### config.mk
export PLATFORM = sky130hd
export DESIGN_NAME = day_scan_ctrl
export DESIGN_NICKNAME = d
export VERILOG_FILES = /design/src/rtl/day_pkg.sv /design/src/rtl/day_scan_buf.sv /design/src/rtl/day_scan_ctrl.sv
export SDC_FILE = /design/constraint.sdc
export NUM_CORES = 1
export LEC_CHECK = 0
export CORE_MARGIN = 4
export CORE_UTILIZATION = 50
export DETAILED_ROUTE_END_ITERATION = 12
export GPL_ROUTABILITY_DRIVEN = 0
export PLACE_DENSITY = 0.73
export SYNTH_ARGS = -nofsm -noshare
export SYNTH_HDL_FRONTEND = slang
export SYNTH_SLANG_ARGS = --single-unit
### constraint.sdc
create_clock -name clk -period 2.3 [get_ports clk]
set_input_delay 0.46 -clock clk [delete_from_list [all_inputs] [get_ports clk]]
set_output_delay 0.46 -clock clk [all_outputs]
set_load 0.05 [all_outputs]
### src/rtl/day_pkg.sv
// Shared definitions for the date-scan controller.
//   state_e  : controller states (COLLECT, FEED, DRAIN, REPORT)
//   TERM_DEF : default string terminator byte
//   calc_lw  : width able to hold 0..DEPTH (length / 1-based byte index)
//   calc_aw  : address width of the DEPTH-entry string buffer
package day_pkg;

  typedef enum logic [1:0] {
    COLLECT = 2'd0,
    FEED    = 2'd1,
    DRAIN   = 2'd2,
    REPORT  = 2'd3
  } state_e;

  localparam logic [7:0] TERM_DEF = 8'h00;

  function automatic int calc_lw(input int depth);
    return $clog2(depth + 1);
  endfunction

  function automatic int calc_aw(input int depth);
    return (depth > 1) ? $clog2(depth) : 1;
  endfunction

endpackage

### src/rtl/day_scan_buf.sv
// String buffer: DEPTH x 8 register file, one write port, one
// asynchronous read port. The data array carries no reset; only the
// controller's length register decides which entries are meaningful.
//   clk     : clock, rising edge
//   wr_en   : write strobe
//   wr_addr : write index (current string length)
//   wr_data : byte to store
//   rd_addr : read index (feed pointer)
//   rd_data : byte at rd_addr
module day_scan_buf
  import day_pkg::*;
#(
  parameter int DEPTH = 32,
  localparam int AW = calc_aw(DEPTH)
) (
  input  logic          clk,
  input  logic          wr_en,
  input  logic [AW-1:0] wr_addr,
  input  logic [7:0]    wr_data,
  input  logic [AW-1:0] rd_addr,
  output logic [7:0]    rd_data
);

  logic [7:0] mem_q [DEPTH];

  always_ff @(posedge clk) begin
    if (wr_en) begin
      mem_q[wr_addr] <= wr_data;
    end
  end

  assign rd_data = mem_q[rd_addr];

endmodule

### src/rtl/day_scan_ctrl.sv
// Date-scan controller. Buffers one terminated string, replays it
// back-to-back into the external date recognizer, counts rising edges of
// the recognizer hit and returns a per-string result record.
//   clk       : clock, rising edge
//   reset     : asynchronous, active-low
//   in_valid / in_data / in_ready : upstream byte stream
//   rec_char  : byte to the recognizer (0 outside FEED)
//   rec_clr   : recognizer clear, low only in FEED and DRAIN
//   rec_hit   : recognizer output for all bytes clocked in so far
//   res_valid / res_ready : result handshake
//   res_count : dates found (saturating)
//   res_first : 1-based index of the byte completing the first date, 0 if none
//   res_len   : number of bytes replayed
//   res_ovf   : string was truncated at DEPTH bytes
module day_scan_ctrl
  import day_pkg::*;
#(
  parameter int         DEPTH = 32,
  parameter int         CNT_W = 8,
  parameter logic [7:0] TERM  = TERM_DEF,
  localparam int        LW    = calc_lw(DEPTH)
) (
  input  logic             clk,
  input  logic             reset,
  input  logic             in_valid,
  input  logic [7:0]       in_data,
  output logic             in_ready,
  output logic [7:0]       rec_char,
  output logic             rec_clr,
  input  logic             rec_hit,
  output logic             res_valid,
  input  logic             res_ready,
  output logic [CNT_W-1:0] res_count,
  output logic [LW-1:0]    res_first,
  output logic [LW-1:0]    res_len,
  output logic             res_ovf
);

  localparam int AW = calc_aw(DEPTH);

  function automatic logic [CNT_W-1:0] sat_inc(input logic [CNT_W-1:0] v);
    return (&v) ? v : v + CNT_W'(1);
  endfunction

  state_e            state_q, state_d;
  logic [LW-1:0]     len_q, len_d;
  logic [LW-1:0]     ptr_q, ptr_d;
  logic [CNT_W-1:0]  cnt_q, cnt_d;
  logic [LW-1:0]     first_q, first_d;
  logic              ovf_q, ovf_d;
  logic              prev_q, prev_d;
  logic              in_ready_q, in_ready_d;
  logic              rec_clr_q, rec_clr_d;
  logic              res_valid_q, res_valid_d;

  logic              wr_en;
  logic              smp_en;
  logic [LW-1:0]     smp_idx;
  logic [7:0]        rd_data;

  day_scan_buf #(.DEPTH(DEPTH)) u_buf (
    .clk     (clk),
    .wr_en   (wr_en),
    .wr_addr (len_q[AW-1:0]),
    .wr_data (in_data),
    .rd_addr (ptr_q[AW-1:0]),
    .rd_data (rd_data)
  );

  always_comb begin
    state_d = state_q;
    len_d   = len_q;
    ptr_d   = ptr_q;
    cnt_d   = cnt_q;
    first_d = first_q;
    ovf_d   = ovf_q;
    prev_d  = prev_q;
    wr_en   = 1'b0;
    smp_en  = 1'b0;
    smp_idx = '0;

    case (state_q)
      COLLECT: begin
        if (in_valid && in_ready_q) begin
          if (in_data == TERM) begin
            // An empty string skips replay entirely.
            if (len_q == '0) begin
              state_d = REPORT;
            end else begin
              state_d = FEED;
              ptr_d   = '0;
              prev_d  = 1'b0;
            end
          end else begin
            wr_en = 1'b1;
            len_d = len_q + LW'(1);
            // Buffer full: truncate and replay; the terminator is left
            // in the stream for the next string.
            if (len_q == LW'(DEPTH - 1)) begin
              ovf_d   = 1'b1;
              state_d = FEED;
              ptr_d   = '0;
              prev_d  = 1'b0;
            end
          end
        end
      end

      FEED: begin
        // The hit seen in cycle k reflects bytes 1..k, so nothing is
        // sampled in the very first replay cycle.
        smp_en  = (ptr_q != '0);
        smp_idx = ptr_q;
        ptr_d   = ptr_q + LW'(1);
        if (ptr_q == len_q - LW'(1)) begin
          state_d = DRAIN;
        end
      end

      DRAIN: begin
        smp_en  = 1'b1;
        smp_idx = len_q;
        state_d = REPORT;
      end

      REPORT: begin
        if (res_ready) begin
          state_d = COLLECT;
          len_d   = '0;
          cnt_d   = '0;
          first_d = '0;
          ovf_d   = 1'b0;
        end
      end

      default: state_d = COLLECT;
    endcase

    if (smp_en) begin
      if (rec_hit && !prev_q) begin
        cnt_d = sat_inc(cnt_q);
        if (cnt_q == '0) begin
          first_d = smp_idx;
        end
      end
      prev_d = rec_hit;
    end
  end

  assign in_ready_d  = (state_d == COLLECT);
  assign rec_clr_d   = !((state_d == FEED) || (state_d == DRAIN));
  assign res_valid_d = (state_d == REPORT);

  always_ff @(posedge clk or negedge reset) begin
    if (!reset) begin
      state_q     <= COLLECT;
      len_q       <= '0;
      ptr_q       <= '0;
      cnt_q       <= '0;
      first_q     <= '0;
      ovf_q       <= 1'b0;
      prev_q      <= 1'b0;
      in_ready_q  <= 1'b1;
      rec_clr_q   <= 1'b1;
      res_valid_q <= 1'b0;
    end else begin
      state_q     <= state_d;
      len_q       <= len_d;
      ptr_q       <= ptr_d;
      cnt_q       <= cnt_d;
      first_q     <= first_d;
      ovf_q       <= ovf_d;
      prev_q      <= prev_d;
      in_ready_q  <= in_ready_d;
      rec_clr_q   <= rec_clr_d;
      res_valid_q <= res_valid_d;
    end
  end

  assign in_ready  = in_ready_q;
  assign rec_clr   = rec_clr_q;
  assign res_valid = res_valid_q;
  assign rec_char  = (state_q == FEED) ? rd_data : 8'h00;
  assign res_count = cnt_q;
  assign res_first = first_q;
  assign res_len   = len_q;
  assign res_ovf   = ovf_q;

endmodule

Yosys cells after proc, flatten, opt, wreduce, memory -nomap -nowiden --
Memory sizes are Yosys's and may differ from the RTL's. Index checks and enable logic that the tools add are counted.
Word-level totals: bits in registers 33, bits in writable memories 256, bits of input ports 13, output and inout bits 32, memories kept 1
Cells by class: add/subtract/negate cells 4, eq/ne operators 16, mux-type cells 45, reductions and logical operators 21
Memories:
- u_buf.mem_q | depth 32, width 8, read ports 1, clocked after Yosys merged registers in 0, wr ports 1, line day_scan_buf.sv:24 | logic [7:0] mem_q [DEPTH];
Operators with widths (number):
- 2-to-1 mux 6 bit | 12
- 2-to-1 mux 8 bit | 6
- case mux 6 bit (2 select lines) | 3
- logical NOT 8 bit | 2
- 2-to-1 mux 1 bit | 15
- adder 6 x 1 -> 6 bit, second input constant | 2
- 2-to-1 mux 2 bit | 6
- != test 3 bit, second input constant | 4
- AND reduction 4 bit | 3
- adder 8 x 1 -> 8 bit, second input constant | 1
- == test 2 bit, second input constant | 4
- != test 2 bit, second input constant | 4
- case mux 2 bit (4 select lines) | 1
- AND reduction 8 bit | 1
- nonzero test 2 bit | 4
- == test 6 x 5 -> 1 bit, second input constant | 1
- == test 6 bit | 1
- logical NOT 6 bit | 1
- nonzero test 6 bit | 1
- subtractor 6 x 1 -> 6 bit, second input constant | 1
- AND reduction 5 bit | 1
- == test 2 x 1 -> 1 bit, second input constant | 2
- logical NOT 2 bit | 2
- case mux 1 bit (2 select lines) | 2
- 4 further kinds | 6

Depth between registers and ports, before layout --
Gate-level depths: netlist (run 1).
word-level depth 8, mapped depth 11, gate-level depth less buffers 9

Modules after synthesis --
Synthesis (run 1) repeated with hierarchy kept, for this count alone.
Unflattened totals: cells, all modules 668, area, all modules 12155.4 µm²
Modules (own cells, without submodules):
- day_scan_buf | times used 1, cells each 409, area each 9893.2 µm², sequential area each 7687.4 µm²
- day_scan_ctrl | times used 1, cells each 259, area each 2262.2 µm², sequential area each 828.3 µm²

Least setup slack after synthesis (run 1) --
Ideal clock, no wire load.
path type register to output, from register ptr_q[1], to output rec_char[4], arrival 2582 ps, data required time 1840 ps, slack -742 ps, stages on the path, launching flop included 8, buffers on the path 2, path through dfrtp_1 > buf_1 > buf_1 > mux4_2 > nand2_1 > nand2_1 > a21oi_1 > o21ai_0
Between the ends: cells in the longest elaborated chain, start to end 2
Ends and longest elaborated chain:
- start: declaration | line day_scan_ctrl.sv:47 | logic [LW-1:0] ptr_q, ptr_d;
- start signal: assignment | line day_scan_ctrl.sv:169 | ptr_q <= ptr_d;
- memory read (32 x 8 bit)
- 2-to-1 mux 8 bit | line day_scan_ctrl.sv:183 | assign rec_char = (state_q == FEED) ? rd_data : 8'h00;
- end: declaration | line day_scan_ctrl.sv:28 | output logic [7:0] rec_char,
Every way passes these cells.

Worst setup path after layout (run 1) --
from register ptr_q[0], to output rec_char[3]
Same word-level chain as after synthesis.

==> results of run 1 <==
[cells by family after synthesis]
family / synth area share
and+or+nand+nor: 0.0668
DFF: 0.707
AOI/OAI and AO/OA: 0.0612
xor gates and xnor gates: 0.00436
adders and majority gates: 0.0156
muxes: 0.127
buffers and inverters: 0.0186
[report_power, final]
group	internal, mW	switching (mW)
logic	3.67	4.15
clock network	2.90	1.97
registers	6.13	0.345
[routing by layer]
| metal | global-route usage | share of wire | vias up |
|---|---|---|---|
| met3 | 0.0389 | 0.076 | 50 |
| met5 | 0 | 0 | - |
| met2 | 0.371 | 0.49 | 346 |
| met4 | 0.0484 | 0.023 | 0 |
| met1 | 0.326 | 0.41 | 3833 |
| li1 | - | - | 3189 |
[metrics by stage]
step / worst slack [ns] / util / instance area [um2] / hold slack, ns / setup TNS [ns]
2_1_floorplan: -0.109 / - / 12400 / 0.164 / -19.32
3_3_place_gp: -0.424 / 0.596 / 14100 / 0.515 / -89.86
3_5_place_dp: -0.496 / 0.596 / 14100 / 0.527 / -102.99
4_1_cts: -0.850 / 0.652 / 15400 / 0.333 / -6.57
5_1_grt: -0.931 / 0.668 / 15800 / 0.364 / -8.49
6_report: -0.882 / 0.668 / 15800 / 0.330 / -6.66
[critical path, cell delays in order, from the launching register on]
cell and delay (ns):
dfrtp_4 0.51, buf_12 0.17, buf_6 0.11, mux4_2 0.45, mux4_2 0.49, a31o_4 0.28, buf_8 0.15
[state kept, by name, indices dropped and copies added, names as in the netlist, 2 cells and up]
| name | count |
|---|---|
| res_len | 6 |
| u_buf.mem_q | 256 |
| res_count | 8 |
| state_q | 2 |
| res_first | 6 |
| ptr_q | 6 |
[repair_timing]
item | in CTS | in global routing
endpoints found under the hold margin | 0 | 0
gates resized for setup | 59 | 65
pin swaps | 16 | 18
buffers inserted | 9 | 16
cloned | 2 | 0
endpoints found under the setup margin | 113 | 177
[path summary, 6_finish.rpt]
check	start	endpoint	slack (ns)	cells after the start
min reg2reg	res_first[1]$_DFF_PN0_	res_first[1]$_DFF_PN0_	0.53	2
max reg2reg	ptr_q[2]$_DFFE_PN0P_	res_valid$_DFF_PN0_	-0.08	9
min in group clk	res_first[1]$_DFF_PN0_	res_first[1]$_DFF_PN0_	0.53	2
min	reset	prev_q$_DFFE_PN0P_	0.33	2
max in group asynchronous	reset	ptr_q[0]$_DFFE_PN0P_	1.62	2
max	ptr_q[0]$_DFFE_PN0P_	rec_char[3]	-0.88	6
[final cells by class]
type	instances	area, um2
clock inverters	15	230
clock buffers	37	756
well taps	319	399
fillers	1544	7840
inverters	15	60.1
flip-flops and latches	289	8530
repair buffers	181	1860
multi-input cells	371	3940
[layout by cell type (no fill, tap or decap), types with 13 or more instances in the layout]
cell,Yosys,routed
dfrtp_1,31,24
buf_4,4,102
clkbuf_16,0,29
clkdlybuf4s50_1,0,21
a21oi_1,15,15
mux4_2,63,63
o21ai_0,31,24
inv_1,14,13
edfxtp_1,256,256
nor2_1,56,14
nor2_4,0,26
nor2_2,0,16
buf_12,0,29
nand2_1,46,45
==> impl_metrics.json, run 1 <==
{
  "synth-edff-count": 256,
  "syn_nets": 739,
  "max-cap-violations": 0,
  "synth_seq_area_share": 0.707,
  "viasPerCell": 6.05,
  "syn_to_final_growth_pct": 30.9,
  "synth_commonest_cells": "edfxtp_1 (256), mux4_2 (63), nor2_1 (56)",
  "max-vdd-ir-drop_v": 0.000783,
  "rows": 56,
  "pin_count": 45,
  "initial_core_util": 0.510,
  "hold_viol_final": 0,
  "synth_most_common_cell": "edfxtp_1",
  "critPathKind": "reg -> out",
  "synthDistinctLibCells": 64,
  "worst-path-max-fanout": 8,
  "die_h_um": 163,
  "holdBufCountCts": 0,
  "syn-cell-area_mm2": 0.0121,
  "antenna_cells": 0,
  "violations": "setup timing",
  "ant_nets": 0,
  "cp-end-kind": "output port",
  "cts_tree": "built",
  "worst_pin_slew_ns": 0.652,
  "dp.cells": 1150,
  "coreArea_mm2": 0.0236,
  "synth_flop_cell": "edfxtp_1",
  "drcViolationCount": 0,
  "power_mw": 19.2,
  "grt_overflow": 0,
  "p_leak_nw": 5.44,
  "cts.htree.levels": 1,
  "critPathRequiredTime_ns": 1.84,
  "power_density_mw_per_mm2": 1210,
  "synth.top_cell.area_share": 0.638,
  "first_pass_iters": 6,
  "finClkSkew_ns": 0.00722,
  "worstPathArrival_ns": 2.72,
  "async_reset_ff_frac": 0.114,
  "synth_area_leaders": "edfxtp_1 (64%), mux4_2 (12%), dfrtp_1 (6.4%), nor2_1 (1.7%), ha_1 (1.6%)",
  "track_usage": 0.227,
  "vias": 7418,
  "wl_per_cell_um": 24.6,
  "dieArea_mm2": 0.0267,
  "postSynthCellCount": 711,
  "outcome": "finished, violations left",
  "relSlewSlack": 0.561,
  "fin_crit_sh": 1.38,
  "nNetsFinal": 915,
  "layout-drive-gt1-share": 0.400,
  "finalSetupViolCount": 14,
  "die_w_um": 163,
  "setup_slack_ns": -0.882,
  "hold_path.class": "in -> async",
  "io_buffers": 44,
  "first_iter_violations": 904,
  "clk_path_buf_depth": 3,
  "yosys_warnings": 0,
  "cts_sinks": 289,
  "rsz0062_at_grt": "true",
  "cts_made_buffers": 29,
  "fmax_ghz": 0.314,
  "finalMaxSlewViolations": 0,
  "path_clk_slew_ns": 0.06,
  "grt_pass1_vias": 7500,
  "dpl.hpwl_um": 19500,
  "ys_ff_latch": 289,
  "fin_cells": 1227,
  "grt_max_degree": 34,
  "grt_pass1_wl_um": 45700,
  "routed_wl_um": 30200,
  "syn_avg_cell_area_um2": 17.0,
  "fin_crit_ns": 3.18,
  "clockRootBuffer": "clkbuf_16",
  "synth.largest_area_cell": "edfxtp_1",
  "worstSkewPairLatency_ns": 0.55,
  "antenna_found_initial": 0,
  "worstSetupStartpointType": "register"
}
Power figures use the tool's default switching activity.
==> run 2, diff against run 1 <==
--- a/config.mk
+++ b/config.mk
@@ -5,6 +5,7 @@
 export SDC_FILE = /design/constraint.sdc
 export NUM_CORES = 1
 export LEC_CHECK = 0
+export CORE_ASPECT_RATIO = 0.7
 export CORE_MARGIN = 4
 export CORE_UTILIZATION = 50
 export DETAILED_ROUTE_END_ITERATION = 12
==> run 2 against run 1 <==
  * Register-to-register slack better by 0.07 ns
  * Clock skew is 0.0098 ns higher
  * Sequential power decreased by 0.6%
  * Die area rose by 0.15%
  * Design area fell by 2.2%
  * Non-clock buffer count decreased by 24
  * The run still ends with setup timing left
  * Sequential share of layout area increased by 1.2 points
  * First-iteration DRC count decreased by 6.9%
  * Count of clock-buffer cells in the layout decreased by 6
  * Utilization is 1.7 points lower
==> impl_metrics.json, run 2 (synthesized netlist as in run 1, its figures left out) <==
{
  "outcome": "finished, violations left",
  "violations": "setup timing",
  "pre_cts_ws_ns": -0.511,
  "critPathRequiredTime_ns": 1.84,
  "cp-end-kind": "output port",
  "grt_pass1_vias": 7383,
  "worstSkewPairLatency_ns": 0.54,
  "worst_pin_slew_ns": 0.578,
  "finalSetupViolCount": 9,
  "clockRootBuffer": "clkbuf_16",
  "dpl.hpwl_um": 20100,
  "fmax_ghz": 0.319,
  "largest-register": "u_buf.mem_q",
  "first_iter_violations": 842,
  "first_pass_iters": 8,
  "fin_crit_sh": 1.36,
  "die_w_um": 194,
  "vias": 7371,
  "critPathKind": "reg -> out",
  "track_usage": 0.224,
  "worstSetupStartpointType": "register",
  "dieArea_mm2": 0.0267,
  "ant_nets": 0,
  "setup_slack_ns": -0.837,
  "clk_path_buf_depth": 3,
  "grt_max_degree": 34,
  "relSlewSlack": 0.614,
  "cts_sinks": 289,
  "antenna_found_initial": 0,
  "rows": 47,
  "worst-path-max-fanout": 8,
  "max-cap-violations": 0,
  "postPlaceCellArea_mm2": 0.0138,
  "routed_wl_um": 29800,
  "rsz0062_at_grt": "true",
  "worstPathArrival_ns": 2.68,
  "finalMaxSlewViolations": 0,
  "cts.htree.levels": 1,
  "coreArea_mm2": 0.0237,
  "layout-drive-gt1-share": 0.380,
  "hold_path.class": "in -> async",
  "gr-usage-met3": 0.0539,
  "use_met1": 0.337,
  "grt_pass1_wl_um": 45200,
  "grt_overflow": 0,
  "largest_register_ffs": 256,
  "antenna_cells": 0,
  "final_area_mm2": 0.0154,
  "die_h_um": 138,
  "nNetsFinal": 889,
  "cts_made_buffers": 27,
  "holdBufCountCts": 0,
  "top_usage_layer": "met2",
  "final_cell_mix": "edfxtp_1 (256), buf_4 (94), mux4_2 (63)",
  "power_mw": 18.3,
  "cts_tree": "built",
  "pin_count": 45,
  "met2_usage": 0.343,
  "path_clk_slew_ns": 0.07,
  "wl_per_cell_um": 24.8,
  "viasPerCell": 6.15,
  "finClkSkew_ns": 0.0170,
  "initial_core_util": 0.509,
  "fin_crit_ns": 3.14,
  "max-vdd-ir-drop_v": 0.000793,
  "io_buffers": 44,
  "syn_to_final_growth_pct": 28.0,
  "power_density_mw_per_mm2": 1190,
  "layout_commonest_cell": "edfxtp_1",
  "hold_viol_final": 0,
  "drcViolationCount": 0,
  "p_leak_nw": 5.24
}
## run 2: worst max-delay path, cell delays in order (launching register included)
cell	delay, ns
dfrtp_4	0.44
buf_12	0.15
mux4_2	0.52
mux4_2	0.59
a31o_4	0.27
buf_8	0.14
## run 2: final timing paths
path,depth (start not counted),start,slack (ns),endpoint
worst min-delay path,2,reset,0.33,prev_q$_DFFE_PN0P_
worst max-delay path,5,ptr_q[0]$_DFFE_PN0P_,-0.84,rec_char[3]
worst max register to register,12,ptr_q[0]$_DFFE_PN0P_,-0.01,res_count[3]$_DFFE_PN0P_
min in group clk,2,res_first[1]$_DFF_PN0_,0.54,res_first[1]$_DFF_PN0_
max in group asynchronous,2,reset,1.63,res_len[1]$_DFFE_PN0P_
worst min register to register,2,res_first[1]$_DFF_PN0_,0.54,res_first[1]$_DFF_PN0_
## run 2: cell type report
cell class              count  area, um2
multi-input cells         371       4010
flip-flops and latches    289       8530
fillers                  1568       8270
inverters                  15       62.6
clock inverters            18        163
well taps                 318        398
clock buffers              31        691
repair buffers            157       1580
## run 2: stage by stage
step | hold WS [ns] | TNS (ns) | cells | utilization
floorplan | 0.164 | -19.32 | 711 | -
global placement | 0.516 | -106.26 | 1136 | 0.584
detailed placement | 0.530 | -107.34 | 1136 | 0.584
CTS | 0.340 | -6.23 | 1189 | 0.639
global route | 0.359 | -7.47 | 1199 | 0.651
finish | 0.329 | -6.16 | 1199 | 0.651
## run 2: routing by layer
metal	share of wire	vias up
met5	0	-
met4	0.021	0
met3	0.10	67
met2	0.45	388
met1	0.42	3764
li1	-	3152
## run 2: where the power goes
group          total (mW)  switching [mW]  internal [mW]
clock                4.33            1.85           2.48
sequential           6.44           0.307           6.13
combinational        7.53            4.17           3.36
## run 2: what timing repair did
item | in CTS | in global routing
pin swaps | 12 | 12
endpoints found under the hold margin | 0 | 0
setup endpoints to repair | 254 | 267
gates resized for setup | 86 | 34
buffers inserted | 4 | 10
==> run 3, diff against run 2 <==
--- a/config.mk
+++ b/config.mk
@@ -8,6 +8,7 @@
 export CORE_ASPECT_RATIO = 0.7
 export CORE_MARGIN = 4
 export CORE_UTILIZATION = 50
+export CTS_CLUSTER_DIAMETER = 40
 export DETAILED_ROUTE_END_ITERATION = 12
 export GPL_ROUTABILITY_DRIVEN = 0
 export PLACE_DENSITY = 0.73
==> run 3 against run 2 <==
  * The flow still finishes with violations (setup timing)
  * Largest power group unchanged
  * Die area is the same
  * Setup slack gained 0.0068 ns
  * First-iteration DRC count is 19% higher
  * Via count shrank 0.11%
  * Flip-flop and latch count stayed put
  * Sequential power hardly changed
  * Clock skew grew 0.0030 ns
  * Design area up 0.62%
  * Sequential share of layout area shrank 0.34 points
  * Critical endpoint unchanged
  * Critical path depth did not move
  * Fmax is 0.22% higher
==> impl_metrics.json, run 3 (synthesized netlist as in run 1, its figures left out) <==
{
  "grt_pass1_wl_um": 45600,
  "max-cap-violations": 0,
  "antenna_cells": 0,
  "viasPerCell": 6.13,
  "initial_core_util": 0.509,
  "first_pass_iters": 6,
  "worstPathArrival_ns": 2.67,
  "grt_max_degree": 34,
  "antenna_found_initial": 0,
  "die_w_um": 194,
  "hold_path.class": "in -> async",
  "hold_viol_final": 0,
  "final_cell_mix": "edfxtp_1 (256), buf_4 (94), mux4_2 (63)",
  "n_fill_cell": 1575,
  "die_h_um": 138,
  "cts_tree": "built",
  "worst-path-max-fanout": 8,
  "grt_overflow": 0,
  "clockPowerShare": 0.262,
  "dieArea_mm2": 0.0267,
  "coreArea_mm2": 0.0237,
  "worstSetupStartpointType": "register",
  "clockRootBuffer": "clkbuf_16",
  "first_iter_violations": 1001,
  "cts.htree.levels": 1,
  "p_leak_nw": 5.27,
  "worst_pin_slew_ns": 0.561,
  "largest-register": "u_buf.mem_q",
  "fin_crit_ns": 3.13,
  "setup_tns_ns": -6.25,
  "grt_pass1_vias": 7376,
  "path_clk_slew_ns": 0.07,
  "syn_to_final_growth_pct": 28.8,
  "track_usage": 0.226,
  "wl_per_cell_um": 25.0,
  "nNetsFinal": 889,
  "clk_path_buf_depth": 3,
  "layout-drive-gt1-share": 0.389,
  "dp.cells": 1136,
  "relSlewSlack": 0.626,
  "finalSetupViolCount": 10,
  "finalMaxSlewViolations": 0,
  "rows": 47,
  "dpl.hpwl_um": 20100,
  "cts_sinks": 289,
  "fin_cells": 1202,
  "finClkSkew_ns": 0.0201,
  "critPathKind": "reg -> out",
  "ant_nets": 0,
  "routed_wl_um": 30100,
  "max-vdd-ir-drop_v": 0.000799,
  "seqPwrFrac": 0.342,
  "power.switching_mw": 6.50,
  "vias": 7363,
  "holdBufCountCts": 0,
  "power_density_mw_per_mm2": 1210,
  "p_int_mw": 12.4,
  "comb_power_share": 0.396,
  "layout_commonest_cell": "edfxtp_1",
  "setup_slack_ns": -0.830,
  "pin_count": 45,
  "rsz0062_at_grt": "true",
  "drcViolationCount": 0,
  "fmax_ghz": 0.319,
  "switching_share": 0.345,
  "outcome": "finished, violations left",
  "worstSkewPairLatency_ns": 0.56,
  "cp-end-kind": "output port",
  "power_mw": 18.9,
  "io_buffers": 44,
  "critPathRequiredTime_ns": 1.84,
  "largest_register_ffs": 256,
  "violations": "setup timing",
  "cts_made_buffers": 29,
  "fin_crit_sh": 1.36
}
run 3: power by group through the flow:
stage	Combinational, mW	Clock (mW)	Sequential, mW
after detailed placement	6.50	0	6.60
final	7.47	4.95	6.45
after global placement	6.37	0	6.57
after CTS	7.23	4.98	6.42
after floorplan	3.79	0	6.79
after global routing	7.92	5.25	6.47
run 3: metal layers:
layer / GRT usage / wire (um)
met5: 0 / 0
met1: 0.338 / 12600
met3: 0.0597 / 3150
met4: 0.0432 / 540
met2: 0.344 / 13800
run 3: final cells by class:
cell class	instances	area (um2)	area share
flip-flops and latches	289	8530	0.549
clock inverters	23	274	0.0176
multi-input cells	371	3990	0.257
well taps	318	398	0.0256
clock buffers	31	733	0.0472
inverters	15	62.6	0.00403
repair buffers	155	1550	0.0996
run 3: worst max-delay path: stages (launching register included):
cell and delay (ns):
dfrtp_4 0.45, buf_12 0.16, mux4_2 0.53, mux4_2 0.57
a31o_4 0.27, buf_8 0.14
run 3: path summary, 6_finish.rpt:
| check | cells past startpoint | slack [ns] | endpoint | start |
|---|---|---|---|---|
| max | 5 | -0.83 | rec_char[3] | ptr_q[0]$_DFFE_PN0P_ |
| min | 2 | 0.33 | prev_q$_DFFE_PN0P_ | reset |
| max reg2reg | 10 | -0.01 | rec_clr$_DFF_PN1_ | ptr_q[1]$_DFFE_PN0P_ |
| min reg2reg | 2 | 0.54 | res_first[1]$_DFF_PN0_ | res_first[1]$_DFF_PN0_ |
| max in group asynchronous | 2 | 1.62 | ptr_q[0]$_DFFE_PN0P_ | reset |
| min in group clk | 2 | 0.54 | res_first[1]$_DFF_PN0_ | res_first[1]$_DFF_PN0_ |
run 3: what timing repair did:
item | CTS | global route
pin swaps | 11 | 10
resized for setup | 85 | 32
setup endpoints to repair | 252 | 257
endpoints found under the hold margin | 0 | 0
buffers inserted | 4 | 8
run 3: per-stage QoR:
step / hold WS, ns / setup slack (ns) / util / cell area, um2
final: 0.331 / -0.830 / 0.655 / 15500
after CTS: 0.336 / -0.820 / 0.645 / 15300
after global placement: 0.516 / -0.450 / 0.584 / 13800
after global routing: 0.361 / -0.883 / 0.655 / 15500
after detailed placement: 0.530 / -0.511 / 0.584 / 13800
after floorplan: 0.164 / -0.109 / - / 12400
